File: src/rtl/spm_gen.sv
// Serial shift-add multiplier: one multiplier bit per clock, LSB first, exact 2*WIDTH product.
// Define SPM_GEN_ACC_EN to enable accumulating the product into P when acc is latched high.
module spm_gen #(
  parameter int WIDTH = 32
) (
  input  logic               clk,
  input  logic               reset,
  input  logic               start,
  input  logic               signed_mode,
  input  logic               acc,
  input  logic [WIDTH-1:0]   MP,
  input  logic [WIDTH-1:0]   MC,
  output logic [2*WIDTH-1:0] P,
  output logic               busy,
  output logic               done
);

  // state | meaning
  // IDLE  | waiting for start
  // RUN   | consuming one multiplier bit per cycle
  // DONE  | one-cycle result strobe; P just loaded, start accepted here

  localparam int PW = 2 * WIDTH;
  localparam int CW = (WIDTH > 1) ? $clog2(WIDTH) : 1;

  typedef enum logic [1:0] {IDLE, RUN, DONE} state_t;

  state_t          state, state_nxt;
  logic [WIDTH-1:0] mp_sr;
  logic [PW-1:0]   mc_sh;
  logic [PW-1:0]   accum;
  logic [PW-1:0]   term;
  logic [PW-1:0]   accum_nxt;
  logic [PW-1:0]   p_nxt;
  logic [CW-1:0]   cnt;
  logic            sgn_l;
  logic            acc_l;
  logic            load;
  logic            last;

  assign load = start && (state == IDLE || state == DONE);
  assign last = (cnt == '0);

  always_ff @(posedge clk) begin
    if (reset) state <= IDLE;
    else       state <= state_nxt;
  end

  always_comb begin
    state_nxt = state;
    case (state)
      IDLE:    if (start) state_nxt = RUN;
      RUN:     if (last)  state_nxt = DONE;
      DONE:    state_nxt = start ? RUN : IDLE;
      default: state_nxt = IDLE;
    endcase
  end

  always_comb begin
    busy = (state == RUN);
    done = (state == DONE);
  end

  // MSB of a signed multiplier carries weight -2^(WIDTH-1), so the final step subtracts
  always_comb begin
    term      = mp_sr[0] ? mc_sh : '0;
    accum_nxt = (sgn_l && last) ? accum - term : accum + term;
  end

  // cnt counts remaining bits down; terminal count 0 is the multiplier MSB
  always_ff @(posedge clk) begin
    if (reset) begin
      mp_sr <= '0;
      mc_sh <= '0;
      accum <= '0;
      cnt   <= '0;
      sgn_l <= 1'b0;
      acc_l <= 1'b0;
    end else if (load) begin
      mp_sr <= MP;
      mc_sh <= signed_mode ? {{WIDTH{MC[WIDTH-1]}}, MC} : {{WIDTH{1'b0}}, MC};
      accum <= '0;
      cnt   <= CW'(WIDTH - 1);
      sgn_l <= signed_mode;
      acc_l <= acc;
    end else if (state == RUN) begin
      accum <= accum_nxt;
      mp_sr <= mp_sr >> 1;
      mc_sh <= mc_sh << 1;
      cnt   <= cnt - CW'(1);
    end
  end

`ifdef SPM_GEN_ACC_EN
  assign p_nxt = acc_l ? P + accum_nxt : accum_nxt;
`else
  logic unused_acc;
  assign unused_acc = acc_l;
  assign p_nxt      = accum_nxt;
`endif

  always_ff @(posedge clk) begin
    if (reset)                    P <= '0;
    else if (state == RUN && last) P <= p_nxt;
  end

endmodule

File: config.mk
export PLATFORM = sky130hd
export DESIGN_NAME = spm_gen
export DESIGN_NICKNAME = d
export VERILOG_FILES = /design/src/rtl/spm_gen.sv
export SDC_FILE = /design/constraint.sdc
export NUM_CORES = 1
export LEC_CHECK = 0
export BUFFER_PORTS_ARGS = -buffer_cell sky130_fd_sc_hd__buf_4
export CORE_MARGIN = 8
export CORE_UTILIZATION = 53
export DETAILED_ROUTE_END_ITERATION = 6
export HOLD_SLACK_MARGIN = 0.02
export PLACE_DENSITY = 0.72
export SLEW_MARGIN = 30
export SYNTH_ARGS = -nofsm -noshare
export SYNTH_HDL_FRONTEND = slang
export SYNTH_SLANG_ARGS = --single-unit
export TNS_END_PERCENT = 1
File: constraint.sdc
create_clock -name clk -period 9.42 [get_ports clk]
set_input_delay 0 -clock clk [delete_from_list [all_inputs] [get_ports clk]]
set_output_delay 0 -clock clk [all_outputs]
set_load 0.005 [all_outputs]
-- Word level (Yosys, flattened, before mapping)
Cells that the tools add are included.
W data, S select, Z words.
- bits in registers: 232
- input bits: 69
- output and inout bits: 66
- logic and storage cells: 36
- add/sub/neg operators: 3
- equality and inequality tests: 4
- muxes and demuxes: 13
- reductions and logical operators: 9
- operators by type and width (kind ; count):
    $mux W64 ; 5
    $add A64 B64 Y64 ; 1
    $mux W32 ; 2
    $sub A64 B64 Y64 ; 1
    $mux W5 ; 2
    $pmux W2 S3 ; 1
    $logic_not A5 Y1 ; 1
    $sub A5 B1 Y5 const B ; 1
    $mux W2 ; 2
    $logic_and A1 B1 Y1 ; 3
    $eq A2 B1 Y1 const B ; 1
    $eq A2 B2 Y1 const B ; 1
    $logic_not A2 Y1 ; 1
    $ne A2 B1 Y1 const B ; 1
    $ne A2 B2 Y1 const B ; 1
    $reduce_and A2 Y1 ; 1
    $reduce_bool A2 Y1 ; 1
    $reduce_or A2 Y1 ; 1
    $logic_or A1 B1 Y1 ; 1
    $mux W1 ; 1

-- Longest topological paths before layout
Gate-level depths: netlist of run 1.
- word-level depth: 4
- gate-level depth with buffers: 26
- mapped depth without buffers: 21

-- Worst setup path after synthesis of run 1
Ideal clock, no wire load.
- path kind: reg-to-reg
- start: register mp_sr[0]
- end: register accum[60]
- setup time: 0.062 ns
- arrival time: 5.213 ns
- required time: 9.358 ns
- path slack: 4.145 ns
- stages on the path, launching flop included: 26
- path buffers: 7
- clock period less this slack: 5.275 ns
- cell sequence: dfxtp_1 -> buf_4 -> clkbuf_1 -> clkbuf_1 -> clkbuf_1 -> buf_2 -> nand2_1 -> ha_1 -> nand2_1 -> a21o_4 -> nand2_1 -> nand2_1 -> clkbuf_1 -> nand3_1 -> ha_1 -> clkbuf_1 -> nand4_1 -> nor3_1 -> nand3_1 -> o211ai_1 -> a31oi_1 -> o21a_1 -> o41a_1 -> o21a_1 -> or4_1 -> nand3_1
- word-level cells in the longest chain between the ends: 3
- elaborated cells between the ends (all ways): 4
- those cells by class: add/sub (2); mux (2)
- ends and longest elaborated chain (what ; RTL line ; RTL):
    from (decl) ; 29 ; logic [WIDTH-1:0] mp_sr;
    from (signal assigned) ; 88 ; mp_sr <= mp_sr >> 1;
    $mux W64 * ; 66 ; term = mp_sr[0] ? mc_sh : '0;
    $add A64 B64 Y64 or $sub A64 B64 Y64 (tied branches) ; 67 ; accum_nxt = (sgn_l && last) ? accum - term : accum + term;
    $mux W64 * ; 67 ;
    to (signal assigned) ; 87 ; accum <= accum_nxt;
    to (decl) ; 31 ; logic [PW-1:0] accum;
Mark *: on every way between the ends. The rest lies on a longest branch, timed or not.
A chain may end at the register's enable or synchronous reset.

-- Worst setup path after layout of run 1
- start: register mc_sh[3]
- end: register P[61]
- word-level cells in the longest chain between the ends: 3
- elaborated cells between the ends (all ways): 4
- those cells by class: add/sub (2); mux (2)
- ends and longest elaborated chain (what ; RTL line ; RTL):
    from (decl) ; 30 ; logic [PW-1:0] mc_sh;
    from (signal assigned) ; 81 ; mc_sh <= signed_mode ? {{WIDTH{MC[WIDTH-1]}}, MC} : {{WIDTH{1'b0}}, MC};
    from (signal assigned) ; 89 ; mc_sh <= mc_sh << 1;
    $mux W64 * ; 66 ;
    $add A64 B64 Y64 or $sub A64 B64 Y64 (tied branches) ; 67 ;
    $mux W64 * ; 67 ;
    to (signal assigned) ; 104 ; else if (state == RUN && last) P <= p_nxt;
    to (decl) ; 13 ; output logic [2*WIDTH-1:0] P,
Marks and branches as above.

==> results.py, run 1 <==
metrics = {
    "synth": {
        "async_reset_ff_frac": 0,
        "avgSynthCellArea_um2": 7.26,
        "ys_ff_latch": 232,
        "synth_cell_types": 72,
        "yosys_warnings": 0,
        "synth_ff_type": "dfxtp_1",
        "ys_seq_area_frac": 0.320,
        "synthesis.nets": 2134,
        "synth_cells": 1998,
        "synth-edff-count": 0,
        "syn-cell-area_um2": 14500,
    },
    "flow_run": {
        "drv_cap": 0,
    },
    "critical_path": {
        "worstSetupPathType": "flop to flop",
        "crit_path_start_kind": "flop",
        "rr_worst_depth": 17,
        "worst_ep_arrival_time_ps": 6750,
        "worstPathRequired_ps": 9880,
        "critical_path.max_fanout": 17,
        "worstSetupEndpointType": "flop",
    },
    "die": {
        "die_area_um2": 32900,
        "pin_count": 135,
        "die_h_um": 181,
        "die_w_um": 181,
        "core_region_area_um2": 26900,
        "rows": 60,
        "start_util": 0.539,
    },
    "timing": {
        "fin_ws_ps": 3130,
        "post-route-min-period_ps": 6290,
        "relSlewSlack": 0.355,
        "fin_skew_ps": 27.3,
        "finalMaxSlewViolations": 0,
        "tns_ps": 0,
        "setup_violations": 0,
        "clock.fmax_mhz": 159,
        "fin_crit_sh": 0.668,
        "hold_viol": 0,
        "rsz0062_at_grt": "no",
        "worstMarginPinSlew_ps": 968,
    },
    "layout": {
        "fin_cells": 2454,
        "drive_gt1_frac": 0.108,
        "diodes": 0,
        "fillers": 2389,
        "final_cell_mix": "nand2_1 (372), a21oi_1 (257), dfxtp_1 (231), nor2_1 (155), buf_4 (147)",
        "nNetsFinal": 2231,
        "final_common_cell": "nand2_1",
        "areaGrowthSynthToFinish_pct": 18.2,
    },
    "power_and_ir_drop": {
        "p_leak_nw": 6.94,
        "swShare": 0.393,
        "powerDensity_nw_per_um2": 233,
        "power_frac_seq": 0.296,
        "p_comb_frac": 0.422,
        "power_switching_mw": 1.57,
        "vdd_drop_max_v": 0.000170,
        "p_clk_frac": 0.282,
        "p_int_mw": 2.42,
    },
    "route": {
        "vias": 15100,
        "drc": 0,
        "viasPerCell": 6.14,
        "drt_iter0_markers": 1288,
        "routed_wl_um": 45900,
        "drtPass1Iterations": 5,
        "ant_nets": 0,
        "wl_per_cell_um": 18.7,
    },
    "clock_tree": {
        "htree_num_levels": 1,
        "path_clk_slew_ps": 60,
        "tritoncts": "done",
        "postCtsSetupBuffers": 0,
        "max-clock-path-buffers": 3,
        "worstSkewPairLatency_ps": 550,
        "cts_root_buffer": "clkbuf_16",
        "clock_sink_count": 232,
        "cts_buffers": 26,
    },
    "min_path": {
        "hold_path_class": "input port to flop",
        "hold_depth": 4,
    },
    "placed_design": {
        "gp_congestion": 0.969,
        "portBuffers": 133,
        "dp_cells": 2341,
        "hpwlAfterDp_um": 31400,
        "pre_cts_slack_ps": 3290,
    },
    "global_routing": {
        "grt_max_degree": 100,
        "grt_util_all_layers": 0.269,
        "antenna_found_initial": 0,
        "grt_overflow": 0,
        "grt_pass1_wl_um": 74300,
        "grt_pass1_vias": 14000,
    },
    "run_status": {
        "status": "complete, no violations",
    },
}
what timing repair did:
action / in CTS / in global routing
hold endpoints to repair: 96 / 0
hold buffers: 67 / 0
resized for setup: 0 / 0
power by group through the flow:
stage | registers [mW] | logic (mW) | clock network, mW
2_1_floorplan | 1.16 | 1.22 | 0
3_3_place_gp | 1.20 | 1.61 | 0
3_5_place_dp | 1.20 | 1.62 | 0
4_1_cts | 1.18 | 1.65 | 1.14
5_1_grt | 1.19 | 1.85 | 1.18
6_report | 1.18 | 1.68 | 1.13
final timing paths:
path / from / slack, ps / endpoint
setup / recovery: mc_sh[3] / 3130 / P[61]
hold / removal: signed_mode / 280 / sgn_l
setup reg to reg: mc_sh[3] / 3130 / P[61]
hold reg to reg: P[15] / 450 / P[15]
state kept, by name (all words and copies together) (netlist names):
signal,count
mp_sr,32
cnt,5
P,64
accum,64
sgn_l,1
mc_sh,64
state,2
layer usage:
| layer | global-route usage | vias to the layer above | share of wire |
|---|---|---|---|
| met2 | 0.428 | 557 | 0.45 |
| met1 | 0.373 | 7119 | 0.46 |
| met5 | 0 | - | 0 |
| met4 | 0.0600 | 0 | 0.015 |
| met3 | 0.0485 | 51 | 0.077 |
| li1 | - | 7337 | - |
cell families (layout without fill, tap and decap cells):
family                   after synthesis  in the layout  share of synthesized area
AO/OA/AOI/OAI                        584            584                      0.250
multiplexers                          12             12                    0.00863
AND/OR/NAND/NOR                      834            834                      0.260
buffers and inverters                176            291                     0.0461
adder cells (fa/ha/maj)               67             67                     0.0583
XOR/XNOR                              93             93                     0.0562
flip-flops                           232            232                      0.320
worst max-delay path, stage by stage, from the launching register on:
cell	delay [ps]
dfxtp_1	360
or4_1	660
or4b_4	570
nor4_4	300
nand3b_4	140
a21o_4	270
nand2_1	100
nand2_1	440
o211ai_1	390
ha_1	290
and3_1	250
nand2_1	120
o31a_1	350
o41a_1	460
o31ai_1	770
a31oi_1	290
mux2_2	350
o22ai_1	110
cells in the mapped netlist, types with 5 or more instances:
library cell | instances | area, µm²
nand2_1 | 374 | 1400
a21oi_1 | 257 | 1290
dfxtp_1 | 232 | 4640
nor2_1 | 157 | 589
clkbuf_1 | 126 | 473
o21ai_0 | 85 | 425
nor3_1 | 83 | 415
nand3_1 | 80 | 400
ha_1 | 66 | 826
xnor2_1 | 58 | 508
xor2_1 | 35 | 307
a21o_1 | 31 | 233
a22oi_1 | 27 | 203
inv_1 | 27 | 101
nand4_1 | 26 | 163
and3_1 | 23 | 144
a311oi_1 | 21 | 184
o22ai_1 | 20 | 125
a31oi_1 | 19 | 119
buf_1 | 17 | 63.8
o21a_1 | 17 | 128
nor4_1 | 15 | 93.8
o211ai_1 | 15 | 113
o21bai_1 | 15 | 113
or4_1 | 15 | 113
nand2b_1 | 14 | 87.6
or3_1 | 13 | 81.3
a211oi_1 | 12 | 90.1
and2_1 | 9 | 56.3
mux2i_1 | 8 | 80.1
o31ai_1 | 7 | 52.6
a21boi_0 | 6 | 45.0
nor2b_1 | 6 | 37.5
o311ai_0 | 6 | 52.6
o41ai_1 | 6 | 52.6
or2_2 | 6 | 37.5
a31o_2 | 5 | 43.8
per-stage QoR:
step	hold slack, ps	area (µm²)	util	power, mW
finish	283	17100	0.638	3.99
detailed placement	268	15500	0.577	2.82
floorplan	136	14500	-	2.38
CTS	266	17100	0.638	3.97
global placement	267	15500	0.577	2.80
global route	271	17100	0.638	4.23
area by class of cell:
cell class                 count  area (µm²)  share of cell area
timing repair buffer         216        1800               0.105
clock buffer                  34         732              0.0427
tap                          341         427              0.0249
clock inverter                12         214              0.0125
sequential                   232        4650               0.271
inverter                      29         110             0.00642
multi-input combinational   1590        9220               0.538
(Power assumes the default switching activity.)
==> run 2: changes to the inputs <==
--- a/config.mk
+++ b/config.mk
@@ -5,6 +5,7 @@
 export SDC_FILE = /design/constraint.sdc
 export NUM_CORES = 1
 export LEC_CHECK = 0
+export ABC_AREA = 1
 export BUFFER_PORTS_ARGS = -buffer_cell sky130_fd_sc_hd__buf_4
 export CORE_MARGIN = 8
 export CORE_UTILIZATION = 53
==> constraint.sdc (replaced) <==
create_clock -name clk -period 6 [get_ports clk]
set_input_delay 0 -clock clk [delete_from_list [all_inputs] [get_ports clk]]
set_output_delay 0 -clock clk [all_outputs]
set_load 0.005 [all_outputs]
==> results.py, run 2 <==
metrics = {
    "timing": {
        "fin_skew_ps": 29.5,
        "finalMaxSlewViolations": 0,
        "post-route-min-period_ps": 4620,
        "setup_violations": 0,
        "tns_ps": 0,
        "fin_crit_sh": 0.770,
        "hold_viol": 0,
        "worstMarginPinSlew_ps": 975,
        "rsz0062_at_grt": "no",
        "clock.fmax_mhz": 216,
        "relSlewSlack": 0.350,
    },
    "synth": {
        "synth-edff-count": 0,
        "synth_most_common_cell": "nand2_1",
        "synth_ff_type": "dfxtp_1",
        "avgSynthCellArea_um2": 6.00,
        "synthesis.nets": 2994,
        "async_reset_ff_frac": 0,
        "yosys-top-cells-count": "nand2_1 (832), inv_1 (478), nor2_1 (300), dfxtp_1 (232), o21ai_0 (204)",
        "ys_ff_latch": 232,
        "synth_cells": 2858,
        "yosys.area.top_type": "dfxtp_1",
        "syn-cell-area_um2": 17100,
        "yosys_warnings": 0,
        "yosysTopAreaCellShare": 0.271,
        "synth_area_leaders": "dfxtp_1 (27%), nand2_1 (18%), inv_1 (10%)",
        "ys_seq_area_frac": 0.271,
        "synth_cell_types": 46,
    },
    "layout": {
        "final_common_cell": "nand2_1",
        "fin_cells": 3471,
        "areaGrowthSynthToFinish_pct": 18.4,
        "final_cell_mix": "nand2_1 (831), inv_1 (476), nor2_1 (299), dfxtp_1 (231), o21ai_0 (204)",
        "diodes": 0,
        "nNetsFinal": 3178,
        "largestRegisters": "P (64), accum (64), mc_sh (64)",
        "drive_gt1_frac": 0.0930,
    },
    "route": {
        "ant_nets": 0,
        "wl_per_cell_um": 17.9,
        "drtPass1Iterations": 6,
        "viasPerCell": 5.45,
        "vias": 18900,
        "drc": 0,
        "routed_wl_um": 62100,
        "drt_iter0_markers": 1621,
    },
    "critical_path": {
        "worstSetupEndpointType": "flop",
        "rrSetupSlack_ps": 1380,
        "path_buf_inv": 3,
        "crit_path_start_kind": "flop",
        "slowest_stage": "buf_4",
        "worst_ep_arrival_time_ps": 5100,
        "cp_common_cell": "nand2_1",
        "critical_path.max_fanout": 60,
        "worstPathRequired_ps": 6480,
        "slowest_delay_ps": 630,
        "critPathTopFamily": "simple AND/OR/NAND/NOR gates",
        "cp_cell_sequence": "buf_4 -> nand2_1 -> nand2_1 -> nor2_1 -> nand2_1 -> nor2_1 -> nand2_1 -> nand2_2 -> o21ai_1 -> xor2_1 -> ha_1 -> nand2_1 -> inv_1 -> a21oi_1 -> o21ai_0 -> nand2_1 -> nand2_1 -> a21oi_1 -> nand2_1 -> nand2_1 -> nand3_1 -> nand2_1 -> inv_1",
        "worstSetupPathType": "flop to flop",
    },
    "power_and_ir_drop": {
        "p_leak_nw": 11.2,
        "vdd_drop_max_v": 0.000266,
        "powerDensity_nw_per_um2": 319,
    },
    "placed_design": {
        "portBuffers": 133,
        "hpwlAfterDp_um": 44100,
        "dp_cells": 3315,
        "gp_congestion": 0.957,
    },
    "global_routing": {
        "antenna_found_initial": 0,
        "grt_pass1_vias": 18300,
        "grt_max_degree": 86,
        "grt_overflow": 0,
        "grt_pass1_wl_um": 98100,
        "grt_util_all_layers": 0.317,
    },
    "clock_tree": {
        "cts_root_buffer": "clkbuf_16",
        "postCtsSetupBuffers": 0,
        "worstSkewPairLatency_ps": 590,
        "htree_num_levels": 1,
        "cts_buffers": 27,
        "clock_sink_count": 232,
        "path_clk_slew_ps": 70,
        "tritoncts": "done",
        "max-clock-path-buffers": 3,
    },
    "min_path": {
        "hold_path_class": "input port to flop",
    },
    "die": {
        "pin_count": 135,
        "start_util": 0.532,
        "core_region_area_um2": 32200,
        "die_w_um": 196,
        "die_h_um": 196,
        "rows": 66,
        "die_area_um2": 38300,
    },
    "flow_run": {
        "drv_cap": 0,
    },
    "run_status": {
        "status": "complete, no violations",
    },
}
==> run 2: routing by layer <==
layer	track usage	vias to the layer above	routed length, µm
li1	-	9295	-
met2	0.524	782	27900
met4	0.101	0	2180
met5	0	-	0
met3	0.0403	145	4540
met1	0.423	8688	27500
==> run 2: worst min-delay path: cells and delay by family <==
family / cells / cell delay (ps)
buf+inv: 2 / 690
compound gates: 1 / 50
simple gates: 1 / 50
==> run 2: cell type report <==
type	instances	area (µm²)
clock inverters	17	151
flip-flops and latches	232	4650
inverters	491	1840
clock buffers	33	738
multi-input cells	2034	10200
well taps	408	510
fillers	3053	11900
repair buffers	256	2190
==> run 2: worst paths after layout <==
| path | from | to | cells after the start |
|---|---|---|---|
| max | mp_sr[0] | P[56] | 23 |
| min | MC[30] | mc_sh[30] | 4 |
| max reg2reg | mp_sr[0] | P[56] | 23 |
| min reg2reg | P[1] | P[1] | 2 |
==> run 2: where the power goes <==
part           switching, mW  internal (mW)
clock                  0.751          0.931
sequential             0.102           1.68
combinational           2.06          0.957
==> run 2: metrics by stage <==
| step | hold WS [ps] | setup slack (ps) | util | area, µm² | power (mW) |
|---|---|---|---|---|---|
| finish | 271 | 1380 | 0.630 | 20300 | 6.48 |
| global route | 312 | 998 | 0.630 | 20300 | 6.89 |
| CTS | 204 | 1510 | 0.630 | 20300 | 6.40 |
| detailed placement | 264 | 1530 | 0.569 | 18300 | 4.65 |
| global placement | 262 | 1540 | 0.569 | 18300 | 4.61 |
| floorplan | 143 | 2810 | - | 17100 | 3.81 |
==> run 2: cell families after synthesis <==
logic type | Yosys count | synth area share
buf+inv | 592 | 0.134
xor+xnor | 84 | 0.0429
simple gates | 1409 | 0.343
compound gates | 474 | 0.159
flops | 232 | 0.271
fa+ha+maj | 67 | 0.0494
==> run 2: what timing repair did <==
item,in CTS,in global routing
hold endpoints to repair,78,0
setup endpoints to repair,0,0
hold buffers,106,0
resized for setup,0,0
==> run 3: changes to the inputs <==
--- a/config.mk
+++ b/config.mk
@@ -5,7 +5,7 @@
 export SDC_FILE = /design/constraint.sdc
 export NUM_CORES = 1
 export LEC_CHECK = 0
-export ABC_AREA = 1
+export ABC_AREA = 0
 export BUFFER_PORTS_ARGS = -buffer_cell sky130_fd_sc_hd__buf_4
 export CORE_MARGIN = 8
 export CORE_UTILIZATION = 53
==> constraint.sdc (replaced) <==
create_clock -name clk -period 4.6 [get_ports clk]
set_input_delay 0 -clock clk [delete_from_list [all_inputs] [get_ports clk]]
set_output_delay 0 -clock clk [all_outputs]
set_load 0.005 [all_outputs]
==> results.py, run 3 (synthesis results as in run 1) <==
metrics = {
    "layout": {
        "multi_input_area_um2": 9830,
        "areaGrowthSynthToFinish_pct": 38.5,
        "drive_gt1_frac": 0.265,
        "largestRegisters": "P (64), accum (64), mc_sh (64)",
        "regArea_um2": 4650,
        "fin_util": 0.747,
        "nNetsFinal": 2544,
        "final_common_cell": "buf_4",
        "final_cell_mix": "buf_4 (460), nand2_1 (364), a21oi_1 (239), dfxtp_1 (231), nor2_1 (152)",
        "diodes": 0,
        "fillers": 2074,
    },
    "timing": {
        "relSlewSlack": 0.398,
        "fin_skew_ps": 14.9,
        "rsz0062_at_grt": "yes",
        "clock.fmax_mhz": 188,
        "worstMarginPinSlew_ps": 900,
        "fin_ws_ps": -717,
        "setup_violations": 78,
        "fin_crit_sh": 1.16,
        "hold_viol": 0,
        "post-route-min-period_ps": 5320,
        "finalMaxSlewViolations": 0,
    },
    "min_path": {
        "hold-path-endpoint": "mp_sr[19]",
        "hold_depth": 4,
        "hold_start": "MP[19]",
        "hold_path_class": "input port to flop",
    },
    "critical_path": {
        "rr_startpoint": "mc_sh[3]",
        "worstPathRequired_ps": 5110,
        "rrSetupSlack_ps": -720,
        "crit_path_start_kind": "flop",
        "worstSetupPathType": "flop to flop",
        "worstSetupEndpointType": "flop",
        "r2r-end": "P[62]",
        "rr_worst_depth": 21,
        "worst_ep_arrival_time_ps": 5830,
        "critical_path.max_fanout": 5,
    },
    "clock_tree": {
        "clock_sink_count": 232,
        "tritoncts": "done",
        "cts_buffers": 25,
        "htree_num_levels": 1,
        "worstSkewPairLatency_ps": 560,
        "cts_root_buffer": "clkbuf_16",
        "path_clk_slew_ps": 70,
        "max-clock-path-buffers": 3,
    },
    "run_status": {
        "violations": "negative setup slack",
        "status": "finished, violations left",
    },
    "global_routing": {
        "grt_util_all_layers": 0.316,
        "antenna_found_initial": 0,
        "grt_max_degree": 104,
        "grt_pass1_wl_um": 86200,
        "grt_overflow": 0,
        "grt_pass1_vias": 15900,
    },
    "power_and_ir_drop": {
        "power.total_mw": 9.65,
        "power_switching_mw": 3.78,
        "p_leak_nw": 8.57,
        "powerDensity_nw_per_um2": 481,
        "p_comb_frac": 0.526,
        "power_frac_seq": 0.247,
        "p_int_mw": 5.87,
        "vdd_drop_max_v": 0.000332,
        "p_clk_frac": 0.227,
        "swShare": 0.392,
    },
    "route": {
        "vias": 16700,
        "drtPass1Iterations": 6,
        "routed_wl_um": 54000,
        "wl_per_cell_um": 19.5,
        "ant_nets": 0,
        "viasPerCell": 6.03,
        "drt_iter0_markers": 1504,
        "drc": 0,
    },
    "die": {
        "die_area_um2": 32900,
        "core_region_area_um2": 26900,
        "die_w_um": 181,
        "pin_count": 135,
        "rows": 60,
        "die_h_um": 181,
        "start_util": 0.539,
    },
    "placed_design": {
        "pre_cts_slack_ps": -757,
        "portBuffers": 133,
        "hpwlAfterDp_um": 37200,
        "gp_congestion": 0.947,
    },
    "flow_run": {
        "drv_cap": 0,
    },
}
## run 3: changes by cell type in the layout (fill, tap and decap cells not counted), sizes merged, moves of 39 or more
cell         previous run  this run
inv                   492        28
xnor2                  18        58
a21oi                 122       257
buf                   150       463
nand3                 154        81
nor3                   25        83
dlygate4sd3           106        67
nand2                 866       374
nor2                  325       158
o21ai                 213        86
## run 3: worst max-delay path by stage
stage              from  slack [ps]   endpoint
6_report       mc_sh[3]        -720      P[62]
5_1_grt        mc_sh[3]        -910      P[55]
4_1_cts        mc_sh[3]        -710      P[46]
3_5_place_dp   mc_sh[3]        -760  accum[58]
3_3_place_gp   mc_sh[3]        -640      P[62]
2_1_floorplan  mc_sh[3]        -400      P[61]
## run 3: worst max-delay path, stage by stage (launching register included)
cell and delay, ps:
dfxtp_1 310, or4_4 530, or4b_4 540, nor4_4 210, buf_4 170, nand3b_4 100, o31ai_4 340, nand3_4 150
or4_4 460, a21oi_2 140, nor2_1 60, nand2_2 110, ha_4 210, and3_4 150, a221o_1 330, a221oi_2 310
and3_1 200, and3_4 210, nor2_1 60, o311a_1 370, nor3_1 160, o21a_1 150
## run 3: final cells by class
| cell class | count | share of cell area |
|---|---|---|
| clock buffer | 30 | 0.0341 |
| clock inverter | 15 | 0.0102 |
| multi-input combinational | 1590 | 0.490 |
| timing repair buffer | 530 | 0.208 |
| sequential | 232 | 0.231 |
| tap | 341 | 0.0213 |
| inverter | 29 | 0.00548 |
## run 3: power by group through the flow
stage / registers, mW / logic, mW / clock network [mW]
3_5_place_dp: 2.41 / 4.55 / 0
6_report: 2.38 / 5.07 / 2.20
4_1_cts: 2.37 / 4.79 / 2.21
5_1_grt: 2.40 / 5.46 / 2.28
2_1_floorplan: 2.38 / 2.55 / 0
3_3_place_gp: 2.41 / 4.51 / 0
## run 3: through the flow
step	hold slack, ps	instance area, µm²	TNS [ps]	std cells
finish	282	20100	-30120	2767
global route	306	20100	-47590	2767
CTS	243	19800	-30920	2764
detailed placement	282	17900	-46000	2651
global placement	272	17900	-37420	2651
floorplan	136	14600	-11800	1998
## run 3: per-layer routing
| layer | wire [µm] | global-route usage |
|---|---|---|
| met5 | 0 | 0 |
| met2 | 24200 | 0.509 |
| met3 | 4390 | 0.0545 |
| met1 | 23800 | 0.429 |
| met4 | 1510 | 0.0892 |
## run 3: what timing repair did
item | CTS | global route
cloned | 0 | 0
endpoints found under the hold margin | 94 | 0
gates resized for setup | 58 | 56
endpoints found under the setup margin | 94 | 95
hold buffers | 67 | 0
pin swaps | 13 | 25
setup buffers | 1 | 3
